<file path="config.mk">
export PLATFORM = sky130hd
export DESIGN_NAME = sync_edge_event_capture
export DESIGN_NICKNAME = d
export VERILOG_FILES = /design/src/rtl/sync_evt_pkg.sv /design/src/rtl/sync_glitch_filter.sv /design/src/rtl/sync_edge_event_capture.sv
export SDC_FILE = /design/constraint.sdc
export NUM_CORES = 1
export LEC_CHECK = 0
export BUFFER_PORTS_ARGS = -buffer_cell sky130_fd_sc_hd__buf_2
export CAP_MARGIN = 15
export CORE_MARGIN = 2
export CORE_UTILIZATION = 58
export CTS_CLUSTER_SIZE = 8
export DETAILED_ROUTE_END_ITERATION = 7
export PLACE_DENSITY_LB_ADDON = 0.3
export SYNTH_ARGS = -nofsm -noshare
export SYNTH_HDL_FRONTEND = slang
export SYNTH_SLANG_ARGS = --single-unit
</file>
<file path="constraint.sdc">
create_clock -name clk_b -period 4.65 [get_ports clk_b]
set_input_delay 0.6975 -clock clk_b [delete_from_list [all_inputs] [get_ports clk_b]]
set_output_delay 0.6975 -clock clk_b [all_outputs]
set_load 0.1 [all_outputs]
</file>
<file path="src/rtl/sync_evt_pkg.sv">
// Shared types and constants for the synchronised edge/event capture stage.
package sync_evt_pkg;

    // Glitch filter state: STABLE tracks level_q, QUALIFY counts differing samples.
    typedef enum logic {
        STABLE  = 1'b0,
        QUALIFY = 1'b1
    } filt_state_t;

    // Event record polarity encoding.
    localparam logic EVT_RISE = 1'b1;
    localparam logic EVT_FALL = 1'b0;

endpackage

</file>
<file path="src/rtl/sync_glitch_filter.sv">
// Glitch filter for a synchronised level. A new level is accepted after
// FILTER_CYCLES consecutive samples that differ from level_q. 'accept' is
// a combinational strobe, high in the cycle whose closing edge updates level_q.
module sync_glitch_filter
    import sync_evt_pkg::*;
#(
    parameter int FILTER_CYCLES = 2
) (
    input  logic clk_b,
    input  logic rst_b,
    input  logic signal_b,
    input  logic filter_en,
    output logic level_q,
    output logic accept
);

    localparam int FC_W = $clog2(FILTER_CYCLES + 1);
    localparam logic [FC_W-1:0] FC_LAST = FC_W'(FILTER_CYCLES);

    filt_state_t     state;
    filt_state_t     state_nxt;
    logic [FC_W-1:0] filt_cnt;
    logic [FC_W-1:0] filt_cnt_nxt;

    // Next-state, qualify counter and accept decision.
    always_comb begin
        // NOTE: every always_comb output is given a default first so no latch is inferred.
        state_nxt    = state;
        filt_cnt_nxt = filt_cnt;
        accept       = 1'b0;
        if (!filter_en) begin
            // Bypass: follow signal_b directly, keep the FSM parked.
            state_nxt    = STABLE;
            filt_cnt_nxt = '0;
            accept       = (signal_b != level_q);
        end else begin
            case (state)
                STABLE: begin
                    if (signal_b != level_q) begin
                        if (FILTER_CYCLES == 1) begin
                            accept = 1'b1;
                        end else begin
                            state_nxt    = QUALIFY;
                            filt_cnt_nxt = FC_W'(1);
                        end
                    end
                end
                QUALIFY: begin
                    if (signal_b == level_q) begin
                        // Glitch: input returned before qualifying.
                        state_nxt    = STABLE;
                        filt_cnt_nxt = '0;
                    end else if (filt_cnt + FC_W'(1) == FC_LAST) begin
                        accept       = 1'b1;
                        state_nxt    = STABLE;
                        filt_cnt_nxt = '0;
                    end else begin
                        filt_cnt_nxt = filt_cnt + FC_W'(1);
                    end
                end
                default: begin
                    state_nxt    = STABLE;
                    filt_cnt_nxt = '0;
                end
            endcase
        end
    end

    // State, counter and filtered level registers.
    always_ff @(posedge clk_b) begin
        // NOTE: non-blocking assignments so every register samples pre-edge values.
        if (rst_b) begin
            state    <= STABLE;
            filt_cnt <= '0;
            level_q  <= 1'b0;
        end else begin
            state    <= state_nxt;
            filt_cnt <= filt_cnt_nxt;
            if (accept) begin
                level_q <= signal_b;
            end
        end
    end

endmodule

</file>
<file path="src/rtl/sync_edge_event_capture.sv">
// Edge/event capture stage downstream of a two-flop level synchroniser.
// Filters the level, emits rise/fall pulses, counts edges (saturating),
// holds one event record on a valid/ready interface and flags overrun.
// Optional feature: define SYNC_EVT_TIMESTAMP_EN to add a free-running
// timestamp counter and the evt_ts output.
module sync_edge_event_capture
    import sync_evt_pkg::*;
#(
    parameter int FILTER_CYCLES = 2,
    parameter int CNT_W         = 16
`ifdef SYNC_EVT_TIMESTAMP_EN
    ,
    parameter int TS_W          = 16
`endif
) (
    input  logic             clk_b,
    input  logic             rst_b,
    input  logic             signal_b,
    input  logic             filter_en,
    input  logic             clr_counts,
    output logic             level_q,
    output logic             rise_pulse,
    output logic             fall_pulse,
    output logic [CNT_W-1:0] rise_count,
    output logic [CNT_W-1:0] fall_count,
    output logic             evt_valid,
    input  logic             evt_ready,
    output logic             evt_is_rise,
`ifdef SYNC_EVT_TIMESTAMP_EN
    output logic [TS_W-1:0]  evt_ts,
`endif
    output logic             overrun
);

    localparam logic [CNT_W-1:0] CNT_MAX = '1;

    logic accept;
    logic accept_rise;
    logic accept_fall;
    logic load_evt;
    logic drop_evt;

    sync_glitch_filter #(
        .FILTER_CYCLES(FILTER_CYCLES)
    ) u_filter (
        .clk_b    (clk_b),
        .rst_b    (rst_b),
        .signal_b (signal_b),
        .filter_en(filter_en),
        .level_q  (level_q),
        .accept   (accept)
    );

    // On accept the new level equals signal_b, which gives the edge direction.
    assign accept_rise = accept && (signal_b == EVT_RISE);
    assign accept_fall = accept && (signal_b == EVT_FALL);
    // The single slot is free if empty or being drained this same cycle.
    assign load_evt    = accept && (!evt_valid || evt_ready);
    assign drop_evt    = accept && evt_valid && !evt_ready;

    // One-cycle edge pulses, coincident with the updated level_q.
    always_ff @(posedge clk_b) begin
        if (rst_b) begin
            rise_pulse <= 1'b0;
            fall_pulse <= 1'b0;
        end else begin
            rise_pulse <= accept_rise;
            fall_pulse <= accept_fall;
        end
    end

    // Saturating edge counters; a clear coincident with an edge counts that edge.
    always_ff @(posedge clk_b) begin
        if (rst_b) begin
            rise_count <= '0;
            fall_count <= '0;
        end else if (clr_counts) begin
            rise_count <= accept_rise ? CNT_W'(1) : '0;
            fall_count <= accept_fall ? CNT_W'(1) : '0;
        end else begin
            if (accept_rise && rise_count != CNT_MAX) rise_count <= rise_count + CNT_W'(1);
            if (accept_fall && fall_count != CNT_MAX) fall_count <= fall_count + CNT_W'(1);
        end
    end

    // Single-entry event record; held stable until handshaken.
    always_ff @(posedge clk_b) begin
        if (rst_b) begin
            evt_valid   <= 1'b0;
            evt_is_rise <= EVT_FALL;
        end else if (load_evt) begin
            evt_valid   <= 1'b1;
            evt_is_rise <= accept_rise ? EVT_RISE : EVT_FALL;
        end else if (evt_valid && evt_ready) begin
            evt_valid   <= 1'b0;
        end
    end

    // Sticky overrun; a drop in the same cycle as a clear wins.
    always_ff @(posedge clk_b) begin
        if (rst_b) begin
            overrun <= 1'b0;
        end else if (drop_evt) begin
            overrun <= 1'b1;
        end else if (clr_counts) begin
            overrun <= 1'b0;
        end
    end

`ifdef SYNC_EVT_TIMESTAMP_EN
    logic [TS_W-1:0] ts_cnt;

    // Free-running wrapping timestamp; the record captures its pre-increment value.
    always_ff @(posedge clk_b) begin
        if (rst_b) begin
            ts_cnt <= '0;
            evt_ts <= '0;
        end else begin
            ts_cnt <= ts_cnt + TS_W'(1);
            if (load_evt) begin
                evt_ts <= ts_cnt;
            end
        end
    end
`endif

endmodule

</file>
==> results of run 1 <==
how the worst max path moves through the flow:
stage	startpoint	endpoint	slack, ns	cells after the start
2_1_floorplan	fall_count[2]	fall_count[9]	2.15	5
3_3_place_gp	signal_b	rise_count[3]	2.47	6
3_5_place_dp	signal_b	rise_count[3]	2.44	6
4_1_cts	rise_count[2]	rise_count[2]	2.63	1
5_1_grt	rise_count[0]	rise_count[12]	2.57	6
6_report	rise_count[2]	rise_count[2]	2.64	1
worst register-to-register path, cell delays in order, from the launching register on:
cell and delay, ns:
dfxtp_1 0.41, ha_1 0.26, inv_1 0.09, or4_4 0.56, nor4_2 0.26, xnor2_1 0.15, nor2_1 0.05
layout by cell type, fill, tap and decap left out, drive strengths merged, types with 3 or more instances in the layout:
cell type  instances
xor2               6
or3                4
o21ai             10
dfxtp             41
nand4             10
nor4              10
xnor2             17
clkbuf             6
nand2             18
nand3             11
inv                6
and4               3
nor2              33
nor4b              3
nor3               8
or4                3
nand3b             4
buf               44
a21oi              9
registers in the layout, summed over array words and instances (netlist names):
| signal | flops |
|---|---|
| u_filter.state | 1 |
| overrun | 1 |
| rise_count | 16 |
| rise_pulse | 1 |
| u_filter.filt_cnt | 2 |
| fall_pulse | 1 |
| evt_is_rise | 1 |
| fall_count | 16 |
| evt_valid | 1 |
| u_filter.level_q | 1 |
layout make-up:
type	count	share of cell area
Clock buffer	6	0.0219
Clock inverter	2	0.0160
Inverter	6	0.00961
Multi-Input combinational cell	173	0.483
Sequential cell	41	0.350
Tap cell	46	0.0245
Timing Repair Buffer	44	0.0950
cells by family (layout without fill, tap and decap cells):
kind of cell	Yosys count	after routing	synth area share
and+or+nand+nor	117	117	0.345
buffers and inverters	13	58	0.0304
adders and majority gates	2	2	0.0124
AOI/OAI and AO/OA	31	31	0.104
DFF	41	41	0.407
xor gates and xnor gates	23	23	0.100
Yosys cell counts (all sizes together), types with 4 or more instances:
library cell	instances	share of area
clkbuf	5	0.014
xnor2	17	0.074
xor2	6	0.026
inv	6	0.011
nand2	18	0.034
nand4	10	0.034
dfxtp	41	0.41
or3	4	0.012
a21oi	9	0.022
nor4	10	0.048
nand3	11	0.030
nor2	33	0.061
o21ai	10	0.025
nor3	8	0.022
nand3b	4	0.021
metrics by stage:
stage	instances	util	hold slack, ns
floorplan	227	-	0.498
global placement	310	0.676	0.476
detailed placement	310	0.676	0.482
CTS	318	0.703	0.511
global route	318	0.703	0.542
finish	318	0.703	0.512
routing by layer:
| metal | wire length, um | track usage | up-vias |
|---|---|---|---|
| met5 | 0 | 0 | - |
| met4 | 70 | 0.0833 | 0 |
| met3 | 165 | 0.0613 | 8 |
| met2 | 1840 | 0.351 | 35 |
| met1 | 1850 | 0.272 | 827 |
| li1 | - | - | 901 |
where the power goes:
| part | internal [mW] | switching, mW |
|---|---|---|
| registers | 0.355 | 0.00345 |
| clock network | 0.128 | 0.118 |
| logic | 0.00994 | 0.0407 |
==> metrics.yaml, run 1 <==
seq_area_frac_synth: 0.407
areaGrowthSynthToFinish_pct: 16.4
finalSetupTns_ns: 0
synthArstFlopShare: 0
antenna_cells: 0
initial_core_util: 0.604
r2r-end: "rise_count[12]"
dpl-instance-area_mm2: 0.00226
path_clk_slew_ns: 0.12
preCtsSetupSlack_ns: 2.44
peakVddDrop_mv: 0.336
finalPower_mw: 0.655
antenna_found_initial: 0
gp_congestion: 0.849
tightest_slew_ns: 0.561
cts.path.max_buffers: 2
seq_area_um2: 821
required_ns: 3.95
grt_remaining_overflow: 0
netlist-cell-type-count: 48
wl_um: 3920
grt_pass1_vias: 1631
ios: 44
clkLatencyLatePin_ns: 0.36
drv_slew: 0
synth_edf_count: 0
vias_per_cell: 5.57
finalInstanceArea_mm2: 0.00234
h-tree-depth: 2
setup_viol: 0
grt_pass1_wl_um: 7000
multi_input_area_mm2: 0.00113
crit_arrival_ns: 1.31
drt-wirelength-per-cell_um: 12.3
hold_path_class: "register to register"
drc: 0
port_buffers: 43
cp-end-kind: "primary output"
vias: 1771
clockRootBuffer: "clkbuf_4"
grt_max_degree: 31
fmax_mhz: 499
post-route-min-period_ns: 2.01
ff2ff_setup_slack_ns: 2.74
cts_repair_resize_count: 0
rsz0062_at_grt: "false"
critPathLaunchType: "register"
powerDensity_mw_per_mm2: 280
num_rows: 21
criticalPathCategory: "register to primary output"
nNetsFinal: 279
post_cts.repair.setup_buffers: 0
clock-skew-final_ns: 0.0122
fillers: 285
synth_warnings: 0
drtPass1Iterations: 4
hold_path_startpoint: "overrun"
hold-path-endpoint: "overrun"
dieArea_mm2: 0.00396
status: "finished, final reports clean"
power.leakage_nw: 0.887
place_hpwl_um: 2830
cts_hold_buffers: 0
post-route-period-util: 0.431
synth_seq_cells: 41
crit_buf_inv: 1
worst-path-max-fanout: 7
grt_util_all_layers: 0.217
hold_depth: 2
cpPeakStageDelay_ns: 0.48
die_h_um: 62.9
core_area_mm2: 0.00334
drt_iter0_markers: 99
rr_worst_depth: 6
slew_headroom: 0.626
crit_family: "flip-flops"
cts.sinks: 41
setup_slack_ns: 2.64
synth_area_mm2: 0.00201
path_cells: "buf_2"
synthFlopType: "dfxtp_1"
slowest_stage: "dfxtp_1"
cts_tree: "built"
synthesis.nets: 235
drive_gt1_frac: 0.250
finalHoldViolations: 0
reg2reg_from: "rise_count[0]"
synthCells: 227
syn_avg_cell_area_um2: 8.87
drt.antenna.violating_nets: 0
maxCapViolations: 0
die_w_um: 62.9
cts_made_buffers: 5
Note: power is estimated with default switching activity, not from simulation.
==> run 2, diff against run 1 <==
Settings changed: ABC_AREA from default to 1, CORE_UTILIZATION 58 to 55.
Clock period 4.65 ns to 1.9 ns, I/O delays scaled along.
==> run 2 against run 1 <==
  * Critical path type is now register to register
  * Sequential cell count is the same
  * Worst hold slack got worse by 0.22 ns
  * Clock-buffer cell count increased by 1
  * Design area grew 11%
  * Register-to-register slack lost 2.5 ns
  * Worst setup slack worse by 2.4 ns
  * First-iteration DRC count increased by 44%
  * Sequential share of layout area fell by 2.0 points
  * Largest cell class unchanged
  * Combinational power increased to 3.7 times the previous value
  * Die area grew 15%
==> metrics.yaml, run 2 <==
status: "finished, final reports clean"
die_h_um: 67.5  # +7.3%
synth_area_mm2: 0.00222  # +10%
core_area_mm2: 0.00394  # +18%
drive_gt1_frac: 0.246  # -0.00373
slew_headroom: 0.672  # +0.0461
swShare: 0.274  # +0.0263
finalHoldViolations: 0  # unchanged
drt.antenna.violating_nets: 0  # unchanged
cts.sinks: 41  # unchanged
grt_remaining_overflow: 0  # unchanged
reg2reg_from: "rise_count[0]"
seq_area_frac_synth: 0.370  # -0.0379
post_synth_and_or_nand_nor_area_fraction: 0.445  # +0.0992
synthXorXnorAreaFrac: 0  # -0.100
drtPass1Iterations: 4  # unchanged
p_int_mw: 1.20  # +140%
numPlacedInstances: 445  # +44%
areaGrowthSynthToFinish_pct: 17.0
final_cell_count_no_fill: 452  # +42%
crit_arrival_ns: 1.87  # +0.56 ns
synth_compound_area_frac: 0.0744  # -0.0300
setup_viol: 0  # unchanged
wl_um: 4590  # +17%
cts_made_buffers: 5  # unchanged
r2r-end: "rise_count[4]"
critPathLaunchType: "register"
synth_warnings: 0  # unchanged
whs_ns: 0.296  # -0.217 ns
drc: 0  # unchanged
peakVddDrop_mv: 0.431  # +28%
yosysMostFrequentCell: "nand2_1"
cts_tree: "built"
grt_pass1_vias: 1872  # +15%
cts_hold_buffers: 0  # unchanged
ff2ff_setup_slack_ns: 0.26  # -2.48 ns
num_rows: 23  # +9.5%
crit_start: "rise_count[0]"
synth_top_area_frac: 0.370  # -0.0379
tightest_slew_ns: 0.495  # -0.0657 ns
cp-end-kind: "register"
post-route-period-util: 0.861
maxCapViolations: 0  # unchanged
mostFrequentLayoutCell: "nand2_1"
post_cts.repair.setup_buffers: 0  # unchanged
ys_top_cells_by_count: "nand2_1, nor2_1, inv_1, dfxtp_1, nand3_1"
drt_iter0_markers: 143  # +44%
nNetsFinal: 410  # +47%
crit_end: "rise_count[4]"
die_w_um: 67.5  # +7.3%
dieArea_mm2: 0.00456  # +15%
path_clk_slew_ns: 0.08  # -0.04 ns
gp_congestion: 0.855  # +0.78%
synthArstFlopShare: 0  # unchanged
post-route-min-period_ns: 1.64
synthMuxAreaShare: 0  # unchanged
criticalPathCategory: "register to register"
clkLatencyLatePin_ns: 0.30  # -0.06 ns
drt-wirelength-per-cell_um: 10.1  # -18%
antenna_found_initial: 0  # unchanged
finalSetupTns_ns: 0  # unchanged
top_regs: "fall_count (16), rise_count (16), u_filter.filt_cnt (2)"
antenna_cells: 0  # unchanged
required_ns: 2.13  # -1.82 ns
grt_pass1_wl_um: 7820  # +12%
hold_path_startpoint: "filter_en"
ios: 44  # unchanged
powerDensity_mw_per_mm2: 636  # +130%
port_buffers: 43  # unchanged
synthesis.nets: 364  # +55%
pwr-share-clk: 0.352  # -0.024
netlist-cell-type-count: 28  # -42%
worst-path-max-fanout: 11  # +4
vias_per_cell: 4.92  # -12%
cts_repair_resize_count: 0  # unchanged
cts.path.max_buffers: 2  # unchanged
layout_common_cells: "nand2_1, nor2_1, inv_1, buf_2, dfxtp_2"
synthFlopType: "dfxtp_1"
drv_slew: 0  # unchanged
p_comb_frac: 0.113  # +0.036
fmax_mhz: 611
initial_core_util: 0.563  # -0.0404
grt_max_degree: 19  # -39%
place_hpwl_um: 3480  # +23%
syn_avg_cell_area_um2: 6.24  # -30%
rsz0062_at_grt: "false"
synth_adder_area_share: 0.0113  # -0.00115
synth_seq_cells: 41  # unchanged
clockRootBuffer: "clkbuf_8"
power.leakage_nw: 1.14  # +28%
synth_area_leader_cell: "dfxtp_1"
p_sw_mw: 0.453  # +180%
power_frac_seq: 0.535  # -0.012
rr_worst_depth: 10  # +4
h-tree-depth: 2  # unchanged
ys_top_cells_by_area: "dfxtp_1, nand2_1, nor2_1"
vias: 2225  # +26%
finalPower_mw: 1.65  # +150%
hold_path_class: "primary input to register"
hold_depth: 3  # +1
grt_util_all_layers: 0.225  # +0.00839
synthCells: 356  # +57%
synth_edf_count: 0  # unchanged
synth_top_family_by_area: "simple AND/OR/NAND/NOR gates"
clock-skew-final_ns: 0.00398  # -0.00824 ns
==> run 2: worst max-delay path: stages (launching register included) <==
cell and delay [ns]:
dfxtp_2 0.35, ha_1 0.23, inv_1 0.10, nor2_2 0.06, nand2_2 0.11, nor2_1 0.07
nor2_2 0.31, nand2_1 0.12, nand2_1 0.08, nand2_1 0.05, nor2_1 0.09
==> run 2: power groups by stage <==
stage	sequential, mW	clock [mW]	combinational, mW
after floorplan	0.979	0	0.0772
after global placement	0.902	0	0.184
after detailed placement	0.903	0	0.185
after CTS	0.883	0.598	0.187
after global routing	0.885	0.627	0.202
final	0.883	0.581	0.187
==> run 2: final cells by class <==
type | instances | area [um2]
clock buffer | 7 | 86.3
inverter | 48 | 180
multi-input combinational | 261 | 1180
tap | 50 | 62.6
timing repair buffer | 45 | 230
sequential | 41 | 858
fill | 369 | 1350
==> run 2: cells by family (layout without fill, tap and decap cells) <==
family | count (synthesis) | count (layout)
and+or+nand+nor | 231 | 231
buffers and inverters | 54 | 100
DFF | 41 | 41
AOI/OAI and AO/OA | 28 | 28
adders and majority gates | 2 | 2
==> run 2: routing by layer <==
metal | track usage | wire [um] | vias up
li1 | - | - | 1185
met4 | 0.0918 | 71 | 0
met2 | 0.388 | 2180 | 40
met3 | 0.0533 | 217 | 8
met1 | 0.267 | 2120 | 992
met5 | 0 | 0 | -
==> run 2: worst min-delay path by stage <==
stage,to,slack (ns)
3_3_place_gp,overrun,0.46
3_5_place_dp,overrun,0.45
4_1_cts,u_filter.state,0.28
2_1_floorplan,overrun,0.39
5_1_grt,u_filter.state,0.30
6_report,u_filter.state,0.30
==> run 2: stage by stage <==
step | instance area (um2) | util | worst slack (ns)
3_3_place_gp | 2510 | 0.636 | 0.147
3_5_place_dp | 2510 | 0.636 | 0.0876
4_1_cts | 2590 | 0.658 | 0.0742
6_report | 2600 | 0.659 | 0.265
5_1_grt | 2600 | 0.659 | 0.0567
2_1_floorplan | 2260 | - | 0.0166
==> run 3, diff against run 2 <==
==> constraint.sdc (replaced) <==
create_clock -name clk_b -period 1.9 [get_ports clk_b]
set_input_delay 0.57 -clock clk_b [delete_from_list [all_inputs] [get_ports clk_b]]
set_output_delay 0.57 -clock clk_b [all_outputs]
set_load 0.1 [all_outputs]
==> run 3 against run 2 <==
  * Total power shrank 0.71%
  * Highest routed layer unchanged
  * Design area grew 0.29%
  * Critical path depth shrank 9
  * Clock skew grew 0.0078 ns
  * Clock-buffer cell count is the same
  * Via count shrank 0.99%
  * First-iteration DRC count shrank 25%
  * Worst setup slack lost 0.073 ns
  * Combinational power is essentially flat
  * Non-clock buffer count grew 1
  * Fmax shrank 4.3%
==> metrics.yaml, run 3 (same netlist as run 2, synthesis figures left out) <==
utilization: 0.661  # +0.00190
seq_area_um2: 858  # unchanged
cts_hold_buffers: 0  # unchanged
multi_input_area_mm2: 0.00118  # unchanged
drive_gt1_frac: 0.248  # +0.00187
post-route-period-util: 0.899  # +0.0387
swShare: 0.269  # -0.00527
cts.path.max_buffers: 2  # unchanged
drt_iter0_markers: 107  # -25%
status: "finished, final reports clean"
antenna_cells: 0  # unchanged
gp_congestion: 0.882  # +3.1%
drtPass1Iterations: 4  # unchanged
cts.sinks: 41  # unchanged
grt_pass1_vias: 1873  # +0.053%
tightest_slew_ns: 0.485  # -0.00969 ns
whs_ns: 0.475  # +0.179 ns
layout_common_cells: "nand2_1, nor2_1, inv_1, buf_2, dfxtp_2"
pwr-share-clk: 0.348  # -0.004
die_w_um: 67.5  # unchanged
slowest_stage: "buf_2"
nNetsFinal: 411  # +0.24%
required_ns: 1.33  # -0.80 ns
p_sw_mw: 0.441  # -2.6%
criticalPathCategory: "register to primary output"
antenna_found_initial: 0  # unchanged
fillers: 351  # -4.9%
p_int_mw: 1.20  # about the same
dieArea_mm2: 0.00456  # unchanged
post-route-min-period_ns: 1.71  # +0.0735 ns
drt-wirelength-per-cell_um: 10.1  # -0.18%
vias: 2203  # -0.99%
cpPeakStageDelay_ns: 0.45  # +0.10 ns
cts_repair_resize_count: 0  # unchanged
slew_headroom: 0.677  # +0.00419
drt.antenna.violating_nets: 0  # unchanged
peakVddDrop_mv: 0.530  # +23%
port_buffers: 43  # unchanged
dpl-instance-area_mm2: 0.00252  # +0.30%
mostFrequentLayoutCell: "nand2_1"
cts_tree: "built"
grt_remaining_overflow: 0  # unchanged
grt_max_degree: 21  # +2
critPathLaunchType: "register"
path_clk_slew_ns: 0.08  # about the same
grt_util_all_layers: 0.224  # -0.00141
p_comb_frac: 0.113  # about the same
areaGrowthSynthToFinish_pct: 17.3
initial_core_util: 0.563  # unchanged
clkLatencyLatePin_ns: 0.29  # about the same
fmax_mhz: 585  # -4.3%
wl_um: 4590  # about the same
vias_per_cell: 4.86  # -1.2%
rsz0062_at_grt: "false"
num_rows: 23  # unchanged
cp-end-kind: "primary output"
finalHoldViolations: 0  # unchanged
top_regs: "fall_count (16), rise_count (16), u_filter.filt_cnt (2)"
power.leakage_nw: 1.14  # +0.36%
clock-skew-final_ns: 0.0117  # +0.00777 ns
die_h_um: 67.5  # unchanged
hold_path_class: "register to register"
clockRootBuffer: "clkbuf_8"
setup_viol: 0  # unchanged
crit_buf_inv: 1  # unchanged
worst-path-max-fanout: 4  # -7
power_frac_seq: 0.539  # +0.004
finalSetupTns_ns: 0  # unchanged
drc: 0  # unchanged
place_hpwl_um: 3530  # +1.3%
ios: 44  # unchanged
h-tree-depth: 2  # unchanged
core_area_mm2: 0.00394  # unchanged
cts_made_buffers: 5  # unchanged
crit_arrival_ns: 1.14  # -0.73 ns
post_cts.repair.setup_buffers: 0  # unchanged
grt_pass1_wl_um: 7720  # -1.3%
drv_slew: 0  # unchanged
crit_family: "buffers and inverters"
finalInstanceArea_mm2: 0.00261  # +0.29%
maxCapViolations: 0  # unchanged
powerDensity_mw_per_mm2: 629  # -1.0%
path_cells: "buf_2"
-- run 3: cell types whose count changed in the layout (fill, tap and decap cells not counted) --
cell,delta
buf_4,+1
-- run 3: cell type report --
class / instances / area share
clock buffer: 7 / 0.0331
sequential: 41 / 0.329
timing repair buffer: 46 / 0.0913
inverter: 48 / 0.0692
multi-input combinational: 261 / 0.453
tap: 50 / 0.0240
-- run 3: layer usage --
layer | GRT usage | routed length [um] | vias to the layer above
met5 | 0 | 0 | -
met4 | 0.0893 | 44 | 0
met3 | 0.0683 | 207 | 4
li1 | - | - | 1184
met1 | 0.277 | 2170 | 978
met2 | 0.362 | 2160 | 37
-- run 3: worst paths after layout --
check                                          start              endpoint  slack, ns  cells past startpoint
worst max-delay path                  rise_count[12]        rise_count[12]       0.19                      1
worst min register to register  u_filter.filt_cnt[1]  u_filter.filt_cnt[1]       0.47                      2
worst min-delay path            u_filter.filt_cnt[1]  u_filter.filt_cnt[1]       0.47                      2
worst max register to register         rise_count[0]        rise_count[15]       0.19                      9
-- run 3: per-stage QoR --
step | instances | total power, mW | worst slack, ns
after floorplan | 356 | 1.06 | 0.0166
after global placement | 446 | 1.09 | 0.0750
after detailed placement | 446 | 1.09 | 0.0266
after CTS | 453 | 1.66 | 0.0959
after global routing | 453 | 1.71 | 0.00331
final | 453 | 1.64 | 0.191
-- run 3: tightest hold or removal path, cell delays in order, from the launching register on --
cell,delay [ns]
dfxtp_1,0.32
nand2_1,0.07
a211oi_1,0.04
-- run 3: power groups by stage --
stage	sequential (mW)	clock, mW	combinational (mW)
3_5_place_dp	0.903	0	0.185
4_1_cts	0.883	0.591	0.186
6_report	0.884	0.570	0.186
2_1_floorplan	0.979	0	0.0772
5_1_grt	0.886	0.620	0.202
3_3_place_gp	0.904	0	0.183
